## config.mk

```make
export PLATFORM = sky130hd
export DESIGN_NAME = pipeline_hazard_ctrl
export DESIGN_NICKNAME = d
export VERILOG_FILES = /design/src/rtl/pipeline_hazard_ctrl.sv
export SDC_FILE = /design/constraint.sdc
export NUM_CORES = 1
export LEC_CHECK = 0
export BUFFER_PORTS_ARGS = -buffer_cell sky130_fd_sc_hd__clkbuf_2
export CAP_MARGIN = 20
export CELL_PAD_IN_SITES_DETAIL_PLACEMENT = 0
export CELL_PAD_IN_SITES_GLOBAL_PLACEMENT = 1
export CORE_MARGIN = 10
export CORE_UTILIZATION = 42
export CTS_CLUSTER_DIAMETER = 60
export DETAILED_ROUTE_END_ITERATION = 10
export GPL_TIMING_DRIVEN = 0
export PLACE_DENSITY = 0.89
export SLEW_MARGIN = 20
export SYNTH_ARGS = -nofsm -noshare
export SYNTH_HDL_FRONTEND = slang
export SYNTH_SLANG_ARGS = --single-unit
```

## constraint.sdc

```tcl
create_clock -name clk -period 4 [get_ports clk]
set_input_delay 0.6 -clock clk [delete_from_list [all_inputs] [get_ports clk]]
set_output_delay 0.6 -clock clk [all_outputs]
set_load 0.02 [all_outputs]
```

## src/rtl/pipeline_hazard_ctrl.sv

```systemverilog
// Stall/flush sequencer for the 5-stage pipeline: RAW hazards, taken branches and memory waits.
// Optional build macro FORWARDING_EN: only load-use in EX stalls; MEM results are forwarded.
module pipeline_hazard_ctrl #(
  parameter int REG_AW       = 5,
  parameter int CNT_W        = 16,
  parameter int MAX_MEM_WAIT = 8
) (
  input  logic              clk,
  input  logic              rst,
  input  logic              i_id_valid,
  input  logic [REG_AW-1:0] i_id_src1,
  input  logic [REG_AW-1:0] i_id_src2,
  input  logic              i_id_two_src,
  input  logic [REG_AW-1:0] i_exe_dest,
  input  logic              i_exe_wb_en,
  input  logic              i_exe_mem_read,
  input  logic [REG_AW-1:0] i_mem_dest,
  input  logic              i_mem_wb_en,
  input  logic              i_br_taken,
  input  logic              i_mem_req,
  input  logic              i_mem_ready,
  output logic              o_pc_freeze,
  output logic              o_ifid_freeze,
  output logic              o_ifid_flush,
  output logic              o_idex_bubble,
  output logic              o_pipe_freeze,
  output logic              o_mem_timeout,
  output logic [CNT_W-1:0]  o_stall_cnt,
  output logic [CNT_W-1:0]  o_flush_cnt
);

  localparam int WCNT_W = $clog2(MAX_MEM_WAIT + 1);
  localparam logic [WCNT_W-1:0] WCNT_LAST = WCNT_W'(MAX_MEM_WAIT);
  localparam logic [CNT_W-1:0]  CNT_SAT   = '1;

  typedef enum logic [1:0] {
    ST_IDLE,
    ST_WAIT,
    ST_ERR
  } state_t;

  state_t            r_state;
  logic [WCNT_W-1:0] r_wcnt;
  logic              r_mem_timeout;
  logic [CNT_W-1:0]  r_stall_cnt;
  logic [CNT_W-1:0]  r_flush_cnt;

  logic w_match_exe;
  logic w_hazard;
  logic w_pipe_freeze;
  logic w_do_flush;
  logic w_do_stall;
  logic w_unused_fwd;

  // Register 0 is hardwired, so a write to it never creates a dependency.
  assign w_match_exe = i_exe_wb_en && (i_exe_dest != '0) &&
                       ((i_exe_dest == i_id_src1) ||
                        (i_id_two_src && (i_exe_dest == i_id_src2)));

`ifdef FORWARDING_EN
  assign w_hazard     = i_id_valid && i_exe_mem_read && w_match_exe;
  assign w_unused_fwd = i_mem_wb_en ^ (^i_mem_dest);
`else
  logic w_match_mem;

  assign w_match_mem  = i_mem_wb_en && (i_mem_dest != '0) &&
                        ((i_mem_dest == i_id_src1) ||
                         (i_id_two_src && (i_mem_dest == i_id_src2)));
  assign w_hazard     = i_id_valid && (w_match_exe || w_match_mem);
  assign w_unused_fwd = i_exe_mem_read;
`endif

  // Freeze drops in the very cycle memory reports ready.
  always_comb begin
    w_pipe_freeze = 1'b0;
    case (r_state)
      ST_IDLE: w_pipe_freeze = i_mem_req && !i_mem_ready;
      ST_WAIT: w_pipe_freeze = !i_mem_ready;
      ST_ERR:  w_pipe_freeze = 1'b1;
      default: w_pipe_freeze = 1'b0;
    endcase
  end

  assign w_do_flush = !w_pipe_freeze && i_br_taken;
  assign w_do_stall = !w_pipe_freeze && !i_br_taken && w_hazard;

  always_ff @(posedge clk or posedge rst) begin
    if (rst) begin
      r_state       <= ST_IDLE;
      r_wcnt        <= '0;
      r_mem_timeout <= 1'b0;
    end else begin
      case (r_state)
        ST_IDLE: begin
          if (i_mem_req && !i_mem_ready) begin
            r_state <= ST_WAIT;
            r_wcnt  <= WCNT_W'(1);
          end
        end
        ST_WAIT: begin
          if (i_mem_ready) begin
            r_state <= ST_IDLE;
          end else if (r_wcnt == WCNT_LAST) begin
            r_state       <= ST_ERR;
            r_mem_timeout <= 1'b1;
          end else begin
            r_wcnt <= r_wcnt + WCNT_W'(1);
          end
        end
        ST_ERR: r_state <= ST_ERR;
        default: r_state <= ST_IDLE;
      endcase
    end
  end

  always_ff @(posedge clk or posedge rst) begin
    if (rst) begin
      r_stall_cnt <= '0;
      r_flush_cnt <= '0;
    end else begin
      if (w_do_stall && (r_stall_cnt != CNT_SAT)) begin
        r_stall_cnt <= r_stall_cnt + CNT_W'(1);
      end
      if (w_do_flush && (r_flush_cnt != CNT_SAT)) begin
        r_flush_cnt <= r_flush_cnt + CNT_W'(1);
      end
    end
  end

  assign o_pc_freeze   = !rst && (w_pipe_freeze || w_do_stall);
  assign o_ifid_freeze = !rst && (w_pipe_freeze || w_do_stall);
  assign o_ifid_flush  = !rst && w_do_flush;
  assign o_idex_bubble = !rst && (w_do_flush || w_do_stall);
  assign o_pipe_freeze = !rst && w_pipe_freeze;
  assign o_mem_timeout = !rst && r_mem_timeout;
  assign o_stall_cnt   = r_stall_cnt;
  assign o_flush_cnt   = r_flush_cnt;

endmodule
```

==> impl_metrics.yaml, run 1 <==
run_status:
  outcome: "finished, final reports clean"
setup_path:
  crit_path_end_kind: "primary output"
  critPathMaxStageDelay_ps: 340
  crit_type: "in2out"
  required_ps: 3400
  crit_path_frequent_cell: "clkbuf_2"
  cp_slowest_cell: "o22ai_4"
  cp.arrival_ps: 2460
  path_cells: "clkbuf_2 > xor2_1 > nor4_2 > a32oi_1 > o22ai_4 > buf_8 > nand2_1 > a21oi_1 > buf_4 > clkbuf_2"
  cp-start-kind: "input pin"
  path_max_fanout: 10
routing:
  routed_wirelength_um: 5370
  ant_nets: 0
  routedWlPerCell_um: 15.2
  vias: 1815
  vias_per_cell: 5.13
  route.detailed.drc: 0
  drt-initial-drc-count: 64
  first_pass_iters: 4
yosys:
  yosysTopAreaCellShare_pct: 42.8
  synthCells: 209
  netlist_top_cells_area: "dfrtp_1 (43%), xnor2_1 (10%), xor2_1 (9.2%), and3_1 (3.6%), nand3_2 (3.1%)"
  syn_avg_cell_area_um2: 10.9
  syn_nets: 243
  seq_area_frac_synth_pct: 42.8
  yosysWarnings: 0
  ys_types: 44
  yosys.area.top_type: "dfrtp_1"
  syn-cell-area_um2: 2280
  synth_seq_cells: 39
layout:
  drive_gt1_share_pct: 35.2
  fin_cells: 354
  area_growth_syn_to_layout_pct: 25.0
  nets: 317
  antennaDiodeCount: 0
  fin_util_pct: 55.1
clock_tree:
  cts_setup_buffers: 0
  cts-root-buf: "clkbuf_8"
  cts.path.max_buffers: 2
  numCtsBuffers: 5
  clock_latency_ps: 280
  htreeDepth: 2
  postCtsHoldBufs: 0
  cts.reportedPaths.clkPinSlew_ps: 80
  cts_tree: "yes"
  clock-sinks: 39
  cts_resized: 0
timing:
  worstMarginPinSlew_ps: 684
  fin_ws_ps: 940
  timing.hold.ws_ps: 320
  max_freq_mhz: 327
  finalSetupViolations: 0
  fin_crit_ps: 3060
  slew_headroom_pct: 53.7
  slew_violations: 0
  finalHoldViolations: 0
  tns_ps: 0
  rsz0062_at_grt: "false"
  skew_ps: 8.10
  fin_crit_sh_pct: 76.5
placed_design:
  pre_cts_slack_ps: 952
  place.gp.congestion: 0.827
  hpwlAfterDp_um: 4210
  portBuffers: 66
  post-place-cells: 346
pwr:
  powerDensity_nw_per_um2: 412
  p_leak_nw: 1.41
  ir_drop_mv: 0.197
die:
  pin_count: 68
  initial_core_util_pct: 44.0
  rows: 26
  die-height_um: 93.7
  die_area_um2: 8770
  fp.dieW_um: 93.7
  core_region_area_um2: 5170
hold_path:
  hold_class: "in2async"
grt:
  grt_max_degree: 28
  grt_pass1_vias: 1949
  grt_first_pass_wirelength_um: 9060
  antenna_found_initial: 0
  grt-ovfl-total: 0
  grt_use_total_pct: 12.4
flow_run:
  max_cap_violations: 0
## cell usage after synthesis (all sizes together)
| cell | n |
|---|---|
| o21ai | 3 |
| nor2 | 10 |
| nor4b | 2 |
| nand3b | 1 |
| or3b | 1 |
| nor3 | 3 |
| o22ai | 1 |
| a211o | 1 |
| nor4 | 2 |
| nand2b | 2 |
| mux2 | 3 |
| nand4 | 13 |
| nand3 | 13 |
| and3b | 1 |
| and2 | 3 |
| nor2b | 3 |
| a21boi | 1 |
| and3 | 14 |
| xnor2 | 26 |
| buf | 3 |
| xor2 | 24 |
| a32oi | 2 |
| a21oi | 6 |
| inv | 5 |
| or4 | 2 |
| o31a | 1 |
| o311ai | 1 |
| nand2 | 15 |
| ha | 4 |
| dfrtp | 39 |
| and4 | 4 |
## per-stage QoR
stage,area [um2],power [mW]
after floorplan,2280,0.691
after global placement,2700,0.788
after detailed placement,2720,0.800
after CTS,2850,1.19
after global routing,2850,1.24
final,2850,1.17
## critical path: cells and delay by family
family,cells,cell delay [ps]
compound gates,3,750
xor+xnor,1,150
buf+inv,4,600
simple gates,2,340
## cells in the final DEF, fill, tap and decap left out, types with 2 or more instances in the layout
cell type and n:
a21oi_1 5, a32oi_1 2, and2_1 3, and3_1 13, and4_1 2, and4_4 2
bufinv_16 2, clkbuf_2 66, clkbuf_8 5, dfrtp_1 39, ha_1 4, inv_1 4
nand2_1 14, nand2b_1 2, nand3_1 6, nand3_2 7, nand4_1 10, nand4_2 3
nor2_1 10, nor2b_1 3, nor3_1 3, o21ai_1 2, or4_1 2, xnor2_1 26
xor2_1 24
## layer usage
| layer | part of all wire [%] | GRT usage [%] | up-vias |
|---|---|---|---|
| li1 | - | - | 891 |
| met1 | 44 | 14.2 | 862 |
| met2 | 48 | 21.0 | 60 |
| met3 | 7.8 | 4.48 | 2 |
| met4 | 0.87 | 4.30 | 0 |
| met5 | 0 | 0 | - |
## cells by family after synthesis
group | after synthesis | share of synthesized area [%]
buffers and inverters | 8 | 2.31
DFF | 39 | 42.8
and+or+nand+nor | 89 | 25.7
xor gates and xnor gates | 50 | 19.2
AOI/OAI and AO/OA | 16 | 6.10
adders and majority gates | 4 | 2.20
muxes | 3 | 1.65
## area by class of cell
class / count / area (um2)
tap: 70 / 87.6
clock inverter: 2 / 60.1
timing repair buffer: 67 / 350
sequential: 39 / 976
fill: 454 / 2320
inverter: 5 / 18.8
clock buffer: 6 / 72.6
buffer: 3 / 33.8
multi-input combinational: 162 / 1250
## power by group
part           internal [mW]  leakage [nW]  switching (mW)  total, mW
registers              0.444         0.527          0.0665      0.510
logic                  0.114         0.820           0.164      0.278
clock network          0.249        0.0654           0.136      0.385
total                  0.807          1.41           0.367       1.17
## worst paths after layout
check / start / end / slack, ps / cells past startpoint
hold reg to reg: r_mem_timeout / r_mem_timeout / 460 / 1
setup reg to reg: o_stall_cnt[0] / o_stall_cnt[7] / 2000 / 7
setup / recovery: i_mem_dest[2] / o_pc_freeze / 940 / 10
min in group clk: r_mem_timeout / r_mem_timeout / 460 / 1
hold / removal: rst / o_flush_cnt[14] / 320 / 2
max in group asynchronous: rst / r_wcnt[0] / 3240 / 3
## flip-flops by register name (all words and copies together) (netlist names)
name,count
o_flush_cnt,16
o_stall_cnt,16
r_mem_timeout,1
r_state,2
r_wcnt,4
Power figures use the tool's default switching activity.
==> run 2: changes to the inputs <==
ABC_AREA = 1   (was not set)
CORE_UTILIZATION = 34   (was 42)
PLACE_DENSITY = 0.81   (was 0.89)
clock period = 2.75 ns   (was 4 ns; I/O delays follow)
==> run 2 against run 1 <==
  * Highest routed layer unchanged
  * Register-to-register slack got worse by 940 ps
  * Clock skew barely moved
  * Worst setup slack got worse by 550 ps
  * Synthesized cell count rose by 87%
  * First-iteration DRC count rose by 17%
  * Die area rose by 37%
  * Combinational power fell by 61%
  * Clock-buffer cell count rose by 1
  * Wire length rose by 29%
  * Via count rose by 44%
  * Clock power barely moved
  * Global-route usage fell by 0.53 points
==> impl_metrics.yaml, run 2 <==
clock_tree:
  cts.path.max_buffers: 2
  numCtsBuffers: 5
  clock-sinks: 39
  htreeDepth: 2
  cts.reportedPaths.clkPinSlew_ps: 80
  postCtsHoldBufs: 0
  cts-root-buf: "clkbuf_8"
  cts_tree: "yes"
  clock_latency_ps: 290
  cts_resized: 0
  cts_setup_buffers: 0
grt:
  grt_first_pass_wirelength_um: 11800
  grt_use_total_pct: 11.9
  grt_max_degree: 29
  grt_pass1_vias: 2609
  grt-ovfl-total: 0
  antenna_found_initial: 0
die:
  core_region_area_um2: 7770
  initial_core_util_pct: 35.0
  rows: 32
  die-height_um: 109
  die_area_um2: 12000
  pin_count: 68
  fp.dieW_um: 109
layout:
  nets: 498
  mostFrequentLayoutCells: "nand2_1 (146), clkbuf_2 (66), inv_1 (43), dfrtp_1 (39), nor2_1 (38)"
  antennaDiodeCount: 0
  area_growth_syn_to_layout_pct: 20.6
  drive_gt1_share_pct: 21.7
  layout_commonest_cell: "nand2_1"
  fin_util_pct: 42.2
  fin_cells: 567
setup_path:
  r2r_cells: 7
  crit-reg2reg-launch: "o_stall_cnt[0]"
  reg2reg_slack_ps: 1060
  cp-start-kind: "flop"
  required_ps: 2340
  crit_end: "o_pc_freeze"
  startpoint: "r_state[0]"
  cp.arrival_ps: 1950
  critPathMaxStageDelay_ps: 430
  path_max_fanout: 10
  worst_r2r_endpoint: "o_stall_cnt[7]"
  crit_type: "reg2out"
  cp_slowest_cell: "dfrtp_1"
  crit_path_end_kind: "primary output"
  path_cells: "nor2_2 > o21ai_2 > nand2_2 > inv_2 > nor2_4 > nand2_1 > a21oi_1 > buf_4 > clkbuf_2"
pwr:
  powerDensity_nw_per_um2: 326
  p_int_uw: 792
  p_leak_nw: 1.79
  switchingPower_uw: 275
  ir_drop_mv: 0.209
  power_switching_share_pct: 25.8
  clockPowerShare_pct: 36.1
  power_mw: 1.07
  p_seq_share_pct: 53.7
  p_comb_share_pct: 10.2
timing:
  finalHoldViolations: 0
  slew_headroom_pct: 79.6
  skew_ps: 8.06
  slew_violations: 0
  fin_crit_sh_pct: 85.9
  timing.hold.ws_ps: 102
  worstMarginPinSlew_ps: 305
  fin_crit_ps: 2360
  max_freq_mhz: 423
  tns_ps: 0
  rsz0062_at_grt: "false"
  finalSetupViolations: 0
routing:
  vias_per_cell: 4.62
  ant_nets: 0
  first_pass_iters: 4
  vias: 2619
  routed_wirelength_um: 6940
  routedWlPerCell_um: 12.2
  drt-initial-drc-count: 75
  route.detailed.drc: 0
yosys:
  synthAdderAreaFrac_pct: 1.84
  synthSimpleGateAreaFrac_pct: 42.2
  synth_seq_cells: 39
  syn_avg_cell_area_um2: 6.97
  seq_area_frac_synth_pct: 35.9
  synth_mux_area_share_pct: 0
  yosys.area.top_type: "dfrtp_1"
  synth_top_family_by_area: "simple AND/OR/NAND/NOR gates"
  netlist_top_cells_area: "dfrtp_1 (36%), nand2_1 (20%), inv_1 (6.1%), nand4_1 (6.0%), nor2_1 (5.2%)"
  yosysTopAreaCellShare_pct: 35.9
  syn-cell-area_um2: 2720
  synth-compound-area-share_pct: 2.35
  syn_nets: 424
  synthTopCellsByCount: "nand2_1 (146), inv_1 (44), dfrtp_1 (39), nor2_1 (38), nand4_1 (26)"
  synth_flop_cell: "dfrtp_1"
  ys_async_sr_fraction_pct: 100
  synth.most_common_cell: "nand2_1"
  synth_edf_count: 0
  yosys.area_share.xor_xnor_pct: 9.02
  synthCells: 390
  ys_types: 26
  yosysWarnings: 0
flow_run:
  max_cap_violations: 0
run_status:
  outcome: "finished, final reports clean"
placed_design:
  portBuffers: 66
  hpwlAfterDp_um: 5570
  post-place-cells: 559
  place.gp.congestion: 0.820
hold_path:
  hold_class: "in2async"
==> run 2: worst max-delay path, delay by kind of cell, from the launching register on <==
family | cells | cell delay (ps)
compound gates | 2 | 270
buf+inv | 3 | 340
flops | 1 | 430
simple gates | 4 | 610
==> run 2: metrics by stage <==
step	instance area [um2]	worst slack, ps
floorplan	2720	699
global placement	3180	581
detailed placement	3200	581
CTS	3280	351
global route	3280	210
finish	3280	388
==> run 2: per-layer routing <==
layer  up-vias  GRT usage [%]  wire length [um]
li1       1372              -                 -
met1      1183           15.0              3280
met2        62           19.3              3080
met3         2           3.74               545
met4         0           2.88                29
met5         -              0                 0
==> run 2: cells by family after synthesis <==
| family | Yosys count |
|---|---|
| buffers and inverters | 55 |
| AND/OR/NAND/NOR | 252 |
| flip-flops | 39 |
| AO/OA/AOI/OAI | 12 |
| adder cells (fa/ha/maj) | 4 |
| XOR/XNOR | 28 |
==> run 2: worst min path at each step <==
stage / cells after the start / endpoint / slack (ps) / startpoint
2_1_floorplan: 2 / r_mem_timeout / 420 / r_mem_timeout
3_3_place_gp: 2 / r_mem_timeout / 450 / r_mem_timeout
3_5_place_dp: 2 / r_state[1] / 420 / rst
4_1_cts: 2 / r_state[1] / 100 / rst
5_1_grt: 2 / o_flush_cnt[9] / 110 / rst
6_report: 2 / o_flush_cnt[4] / 100 / rst
==> run 2: final cells by class <==
cell class / count / area, um2
inverter: 48 / 180
sequential: 39 / 976
buffer: 7 / 55.1
clock buffer: 7 / 76.3
timing repair buffer: 67 / 350
tap: 102 / 128
fill: 826 / 4490
clock inverter: 1 / 5.00
multi-input combinational: 296 / 1510
==> run 2: power groups by stage <==
stage | combinational (mW) | clock (mW) | sequential (mW)
final | 0.109 | 0.385 | 0.573
after detailed placement | 0.111 | 0 | 0.584
after global routing | 0.126 | 0.430 | 0.573
after floorplan | 0.0612 | 0 | 0.584
after CTS | 0.111 | 0.404 | 0.573
after global placement | 0.106 | 0 | 0.584
==> run 3: changes to the inputs <==
REMOVE_ABC_BUFFERS = 1   (was not set)
==> run 3 against run 2 <==
  * First-iteration DRC count rose by 4.0%
  * Register-to-register slack worse by 130 ps
  * Largest power group is now clock
  * Clock power is 51% higher
  * Core utilization about the same
  * Design area increased by 0.11%
  * Critical endpoint unchanged
==> impl_metrics.yaml, run 3 (synthesis gave the netlist of run 2 again) <==
pwr:
  p_comb_share_pct: 8.7
  power_switching_share_pct: 22.7
  powerDensity_nw_per_um2: 385
  p_seq_share_pct: 45.4
  ir_drop_mv: 0.208
  clockPowerShare_pct: 46.0
  power_mw: 1.26
  p_leak_nw: 1.78
  p_int_uw: 976
  switchingPower_uw: 287
setup_path:
  cp.arrival_ps: 2110
  crit_type: "reg2out"
  path_max_fanout: 19
  cp-start-kind: "flop"
  crit_path_end_kind: "primary output"
  required_ps: 2340
  r2r_cells: 7
timing:
  slew_violations: 0
  rsz0062_at_grt: "false"
  fin_crit_sh_pct: 91.6
  finalSetupViolations: 0
  max_freq_mhz: 397
  tns_ps: 0
  fin_crit_ps: 2520
  skew_ps: 13.9
  fin_ws_ps: 232
  slew_headroom_pct: 65.9
  finalHoldViolations: 0
  worstMarginPinSlew_ps: 510
layout:
  mostFrequentLayoutCells: "nand2_1 (146), clkbuf_2 (66), inv_1 (43), dfrtp_1 (39), nor2_1 (38)"
  fin_cells: 560
  nets: 491
  drive_gt1_share_pct: 20.7
  antennaDiodeCount: 0
  layout_commonest_cell: "nand2_1"
  area_growth_syn_to_layout_pct: 20.7
placed_design:
  hpwlAfterDp_um: 5570
  place.gp.congestion: 0.821
  pre_cts_slack_ps: 507
  post-place-cells: 552
  portBuffers: 66
routing:
  routed_wirelength_um: 7090
  vias_per_cell: 4.69
  vias: 2624
  drt-initial-drc-count: 78
  route.detailed.drc: 0
  first_pass_iters: 7
  routedWlPerCell_um: 12.7
  ant_nets: 0
flow_run:
  max_cap_violations: 0
die:
  die_area_um2: 12000
  fp.dieW_um: 109
  core_region_area_um2: 7770
  pin_count: 68
  die-height_um: 109
  initial_core_util_pct: 35.0
  rows: 32
clock_tree:
  htreeDepth: 2
  cts.reportedPaths.clkPinSlew_ps: 90
  clock-sinks: 39
  clock_latency_ps: 300
  cts-root-buf: "clkbuf_8"
  cts_resized: 0
  numCtsBuffers: 5
  cts_tree: "yes"
  cts.path.max_buffers: 2
  cts_setup_buffers: 0
  postCtsHoldBufs: 0
run_status:
  outcome: "finished, final reports clean"
grt:
  grt_use_total_pct: 12.5
  grt-ovfl-total: 0
  grt_pass1_vias: 2640
  antenna_found_initial: 0
  grt_first_pass_wirelength_um: 12300
  grt_max_degree: 21
hold_path:
  hold_class: "in2async"
## run 3: routing by layer
layer  global-route usage, %  part of all wire, %  up-vias
met4                    3.07                 0.68        0
met2                    20.1                   46       68
met5                       0                    0        -
met1                    15.5                   45     1193
li1                        -                    -     1359
met3                    4.62                  8.2        4
## run 3: critical path, stage by stage (launching register included)
cell and delay (ps):
dfrtp_1 440, nor2_2 140, o21ai_2 90, nand2_2 100, inv_2 70, nor2_4 400, nand2_1 170, a21oi_1 200
clkbuf_2 200
## run 3: worst paths after layout
path | slack (ps) | startpoint | endpoint
worst max-delay path | 230 | r_state[0] | o_pc_freeze
max in group asynchronous | 2100 | rst | r_wcnt[1]
min in group clk | 470 | r_mem_timeout | r_mem_timeout
worst min register to register | 470 | r_mem_timeout | r_mem_timeout
worst max register to register | 930 | o_stall_cnt[0] | o_stall_cnt[0]
worst min-delay path | 180 | rst | r_wcnt[3]
## run 3: area by class of cell
cell class,instances,area (um2)
clock buffers,6,72.6
clock inverters,2,60.1
fillers,853,4490
inverters,48,180
multi-input cells,296,1510
flip-flops and latches,39,976
well taps,102,128
repair buffers,67,358
## run 3: stage by stage
step | util, % | cell area (um2) | hold WS [ps]
6_report | 42.3 | 3280 | 181
5_1_grt | 42.3 | 3280 | 220
4_1_cts | 42.3 | 3280 | 195
3_5_place_dp | 40.5 | 3150 | 460
3_3_place_gp | 40.2 | 3120 | 440
2_1_floorplan | - | 2660 | 422
## run 3: power groups by stage
stage               clock network [mW]  registers [mW]  logic, mW
floorplan                            0           0.584     0.0594
global placement                     0           0.584      0.105
detailed placement                   0           0.584      0.111
CTS                              0.594           0.573      0.111
global route                     0.628           0.573      0.127
finish                           0.581           0.573      0.109
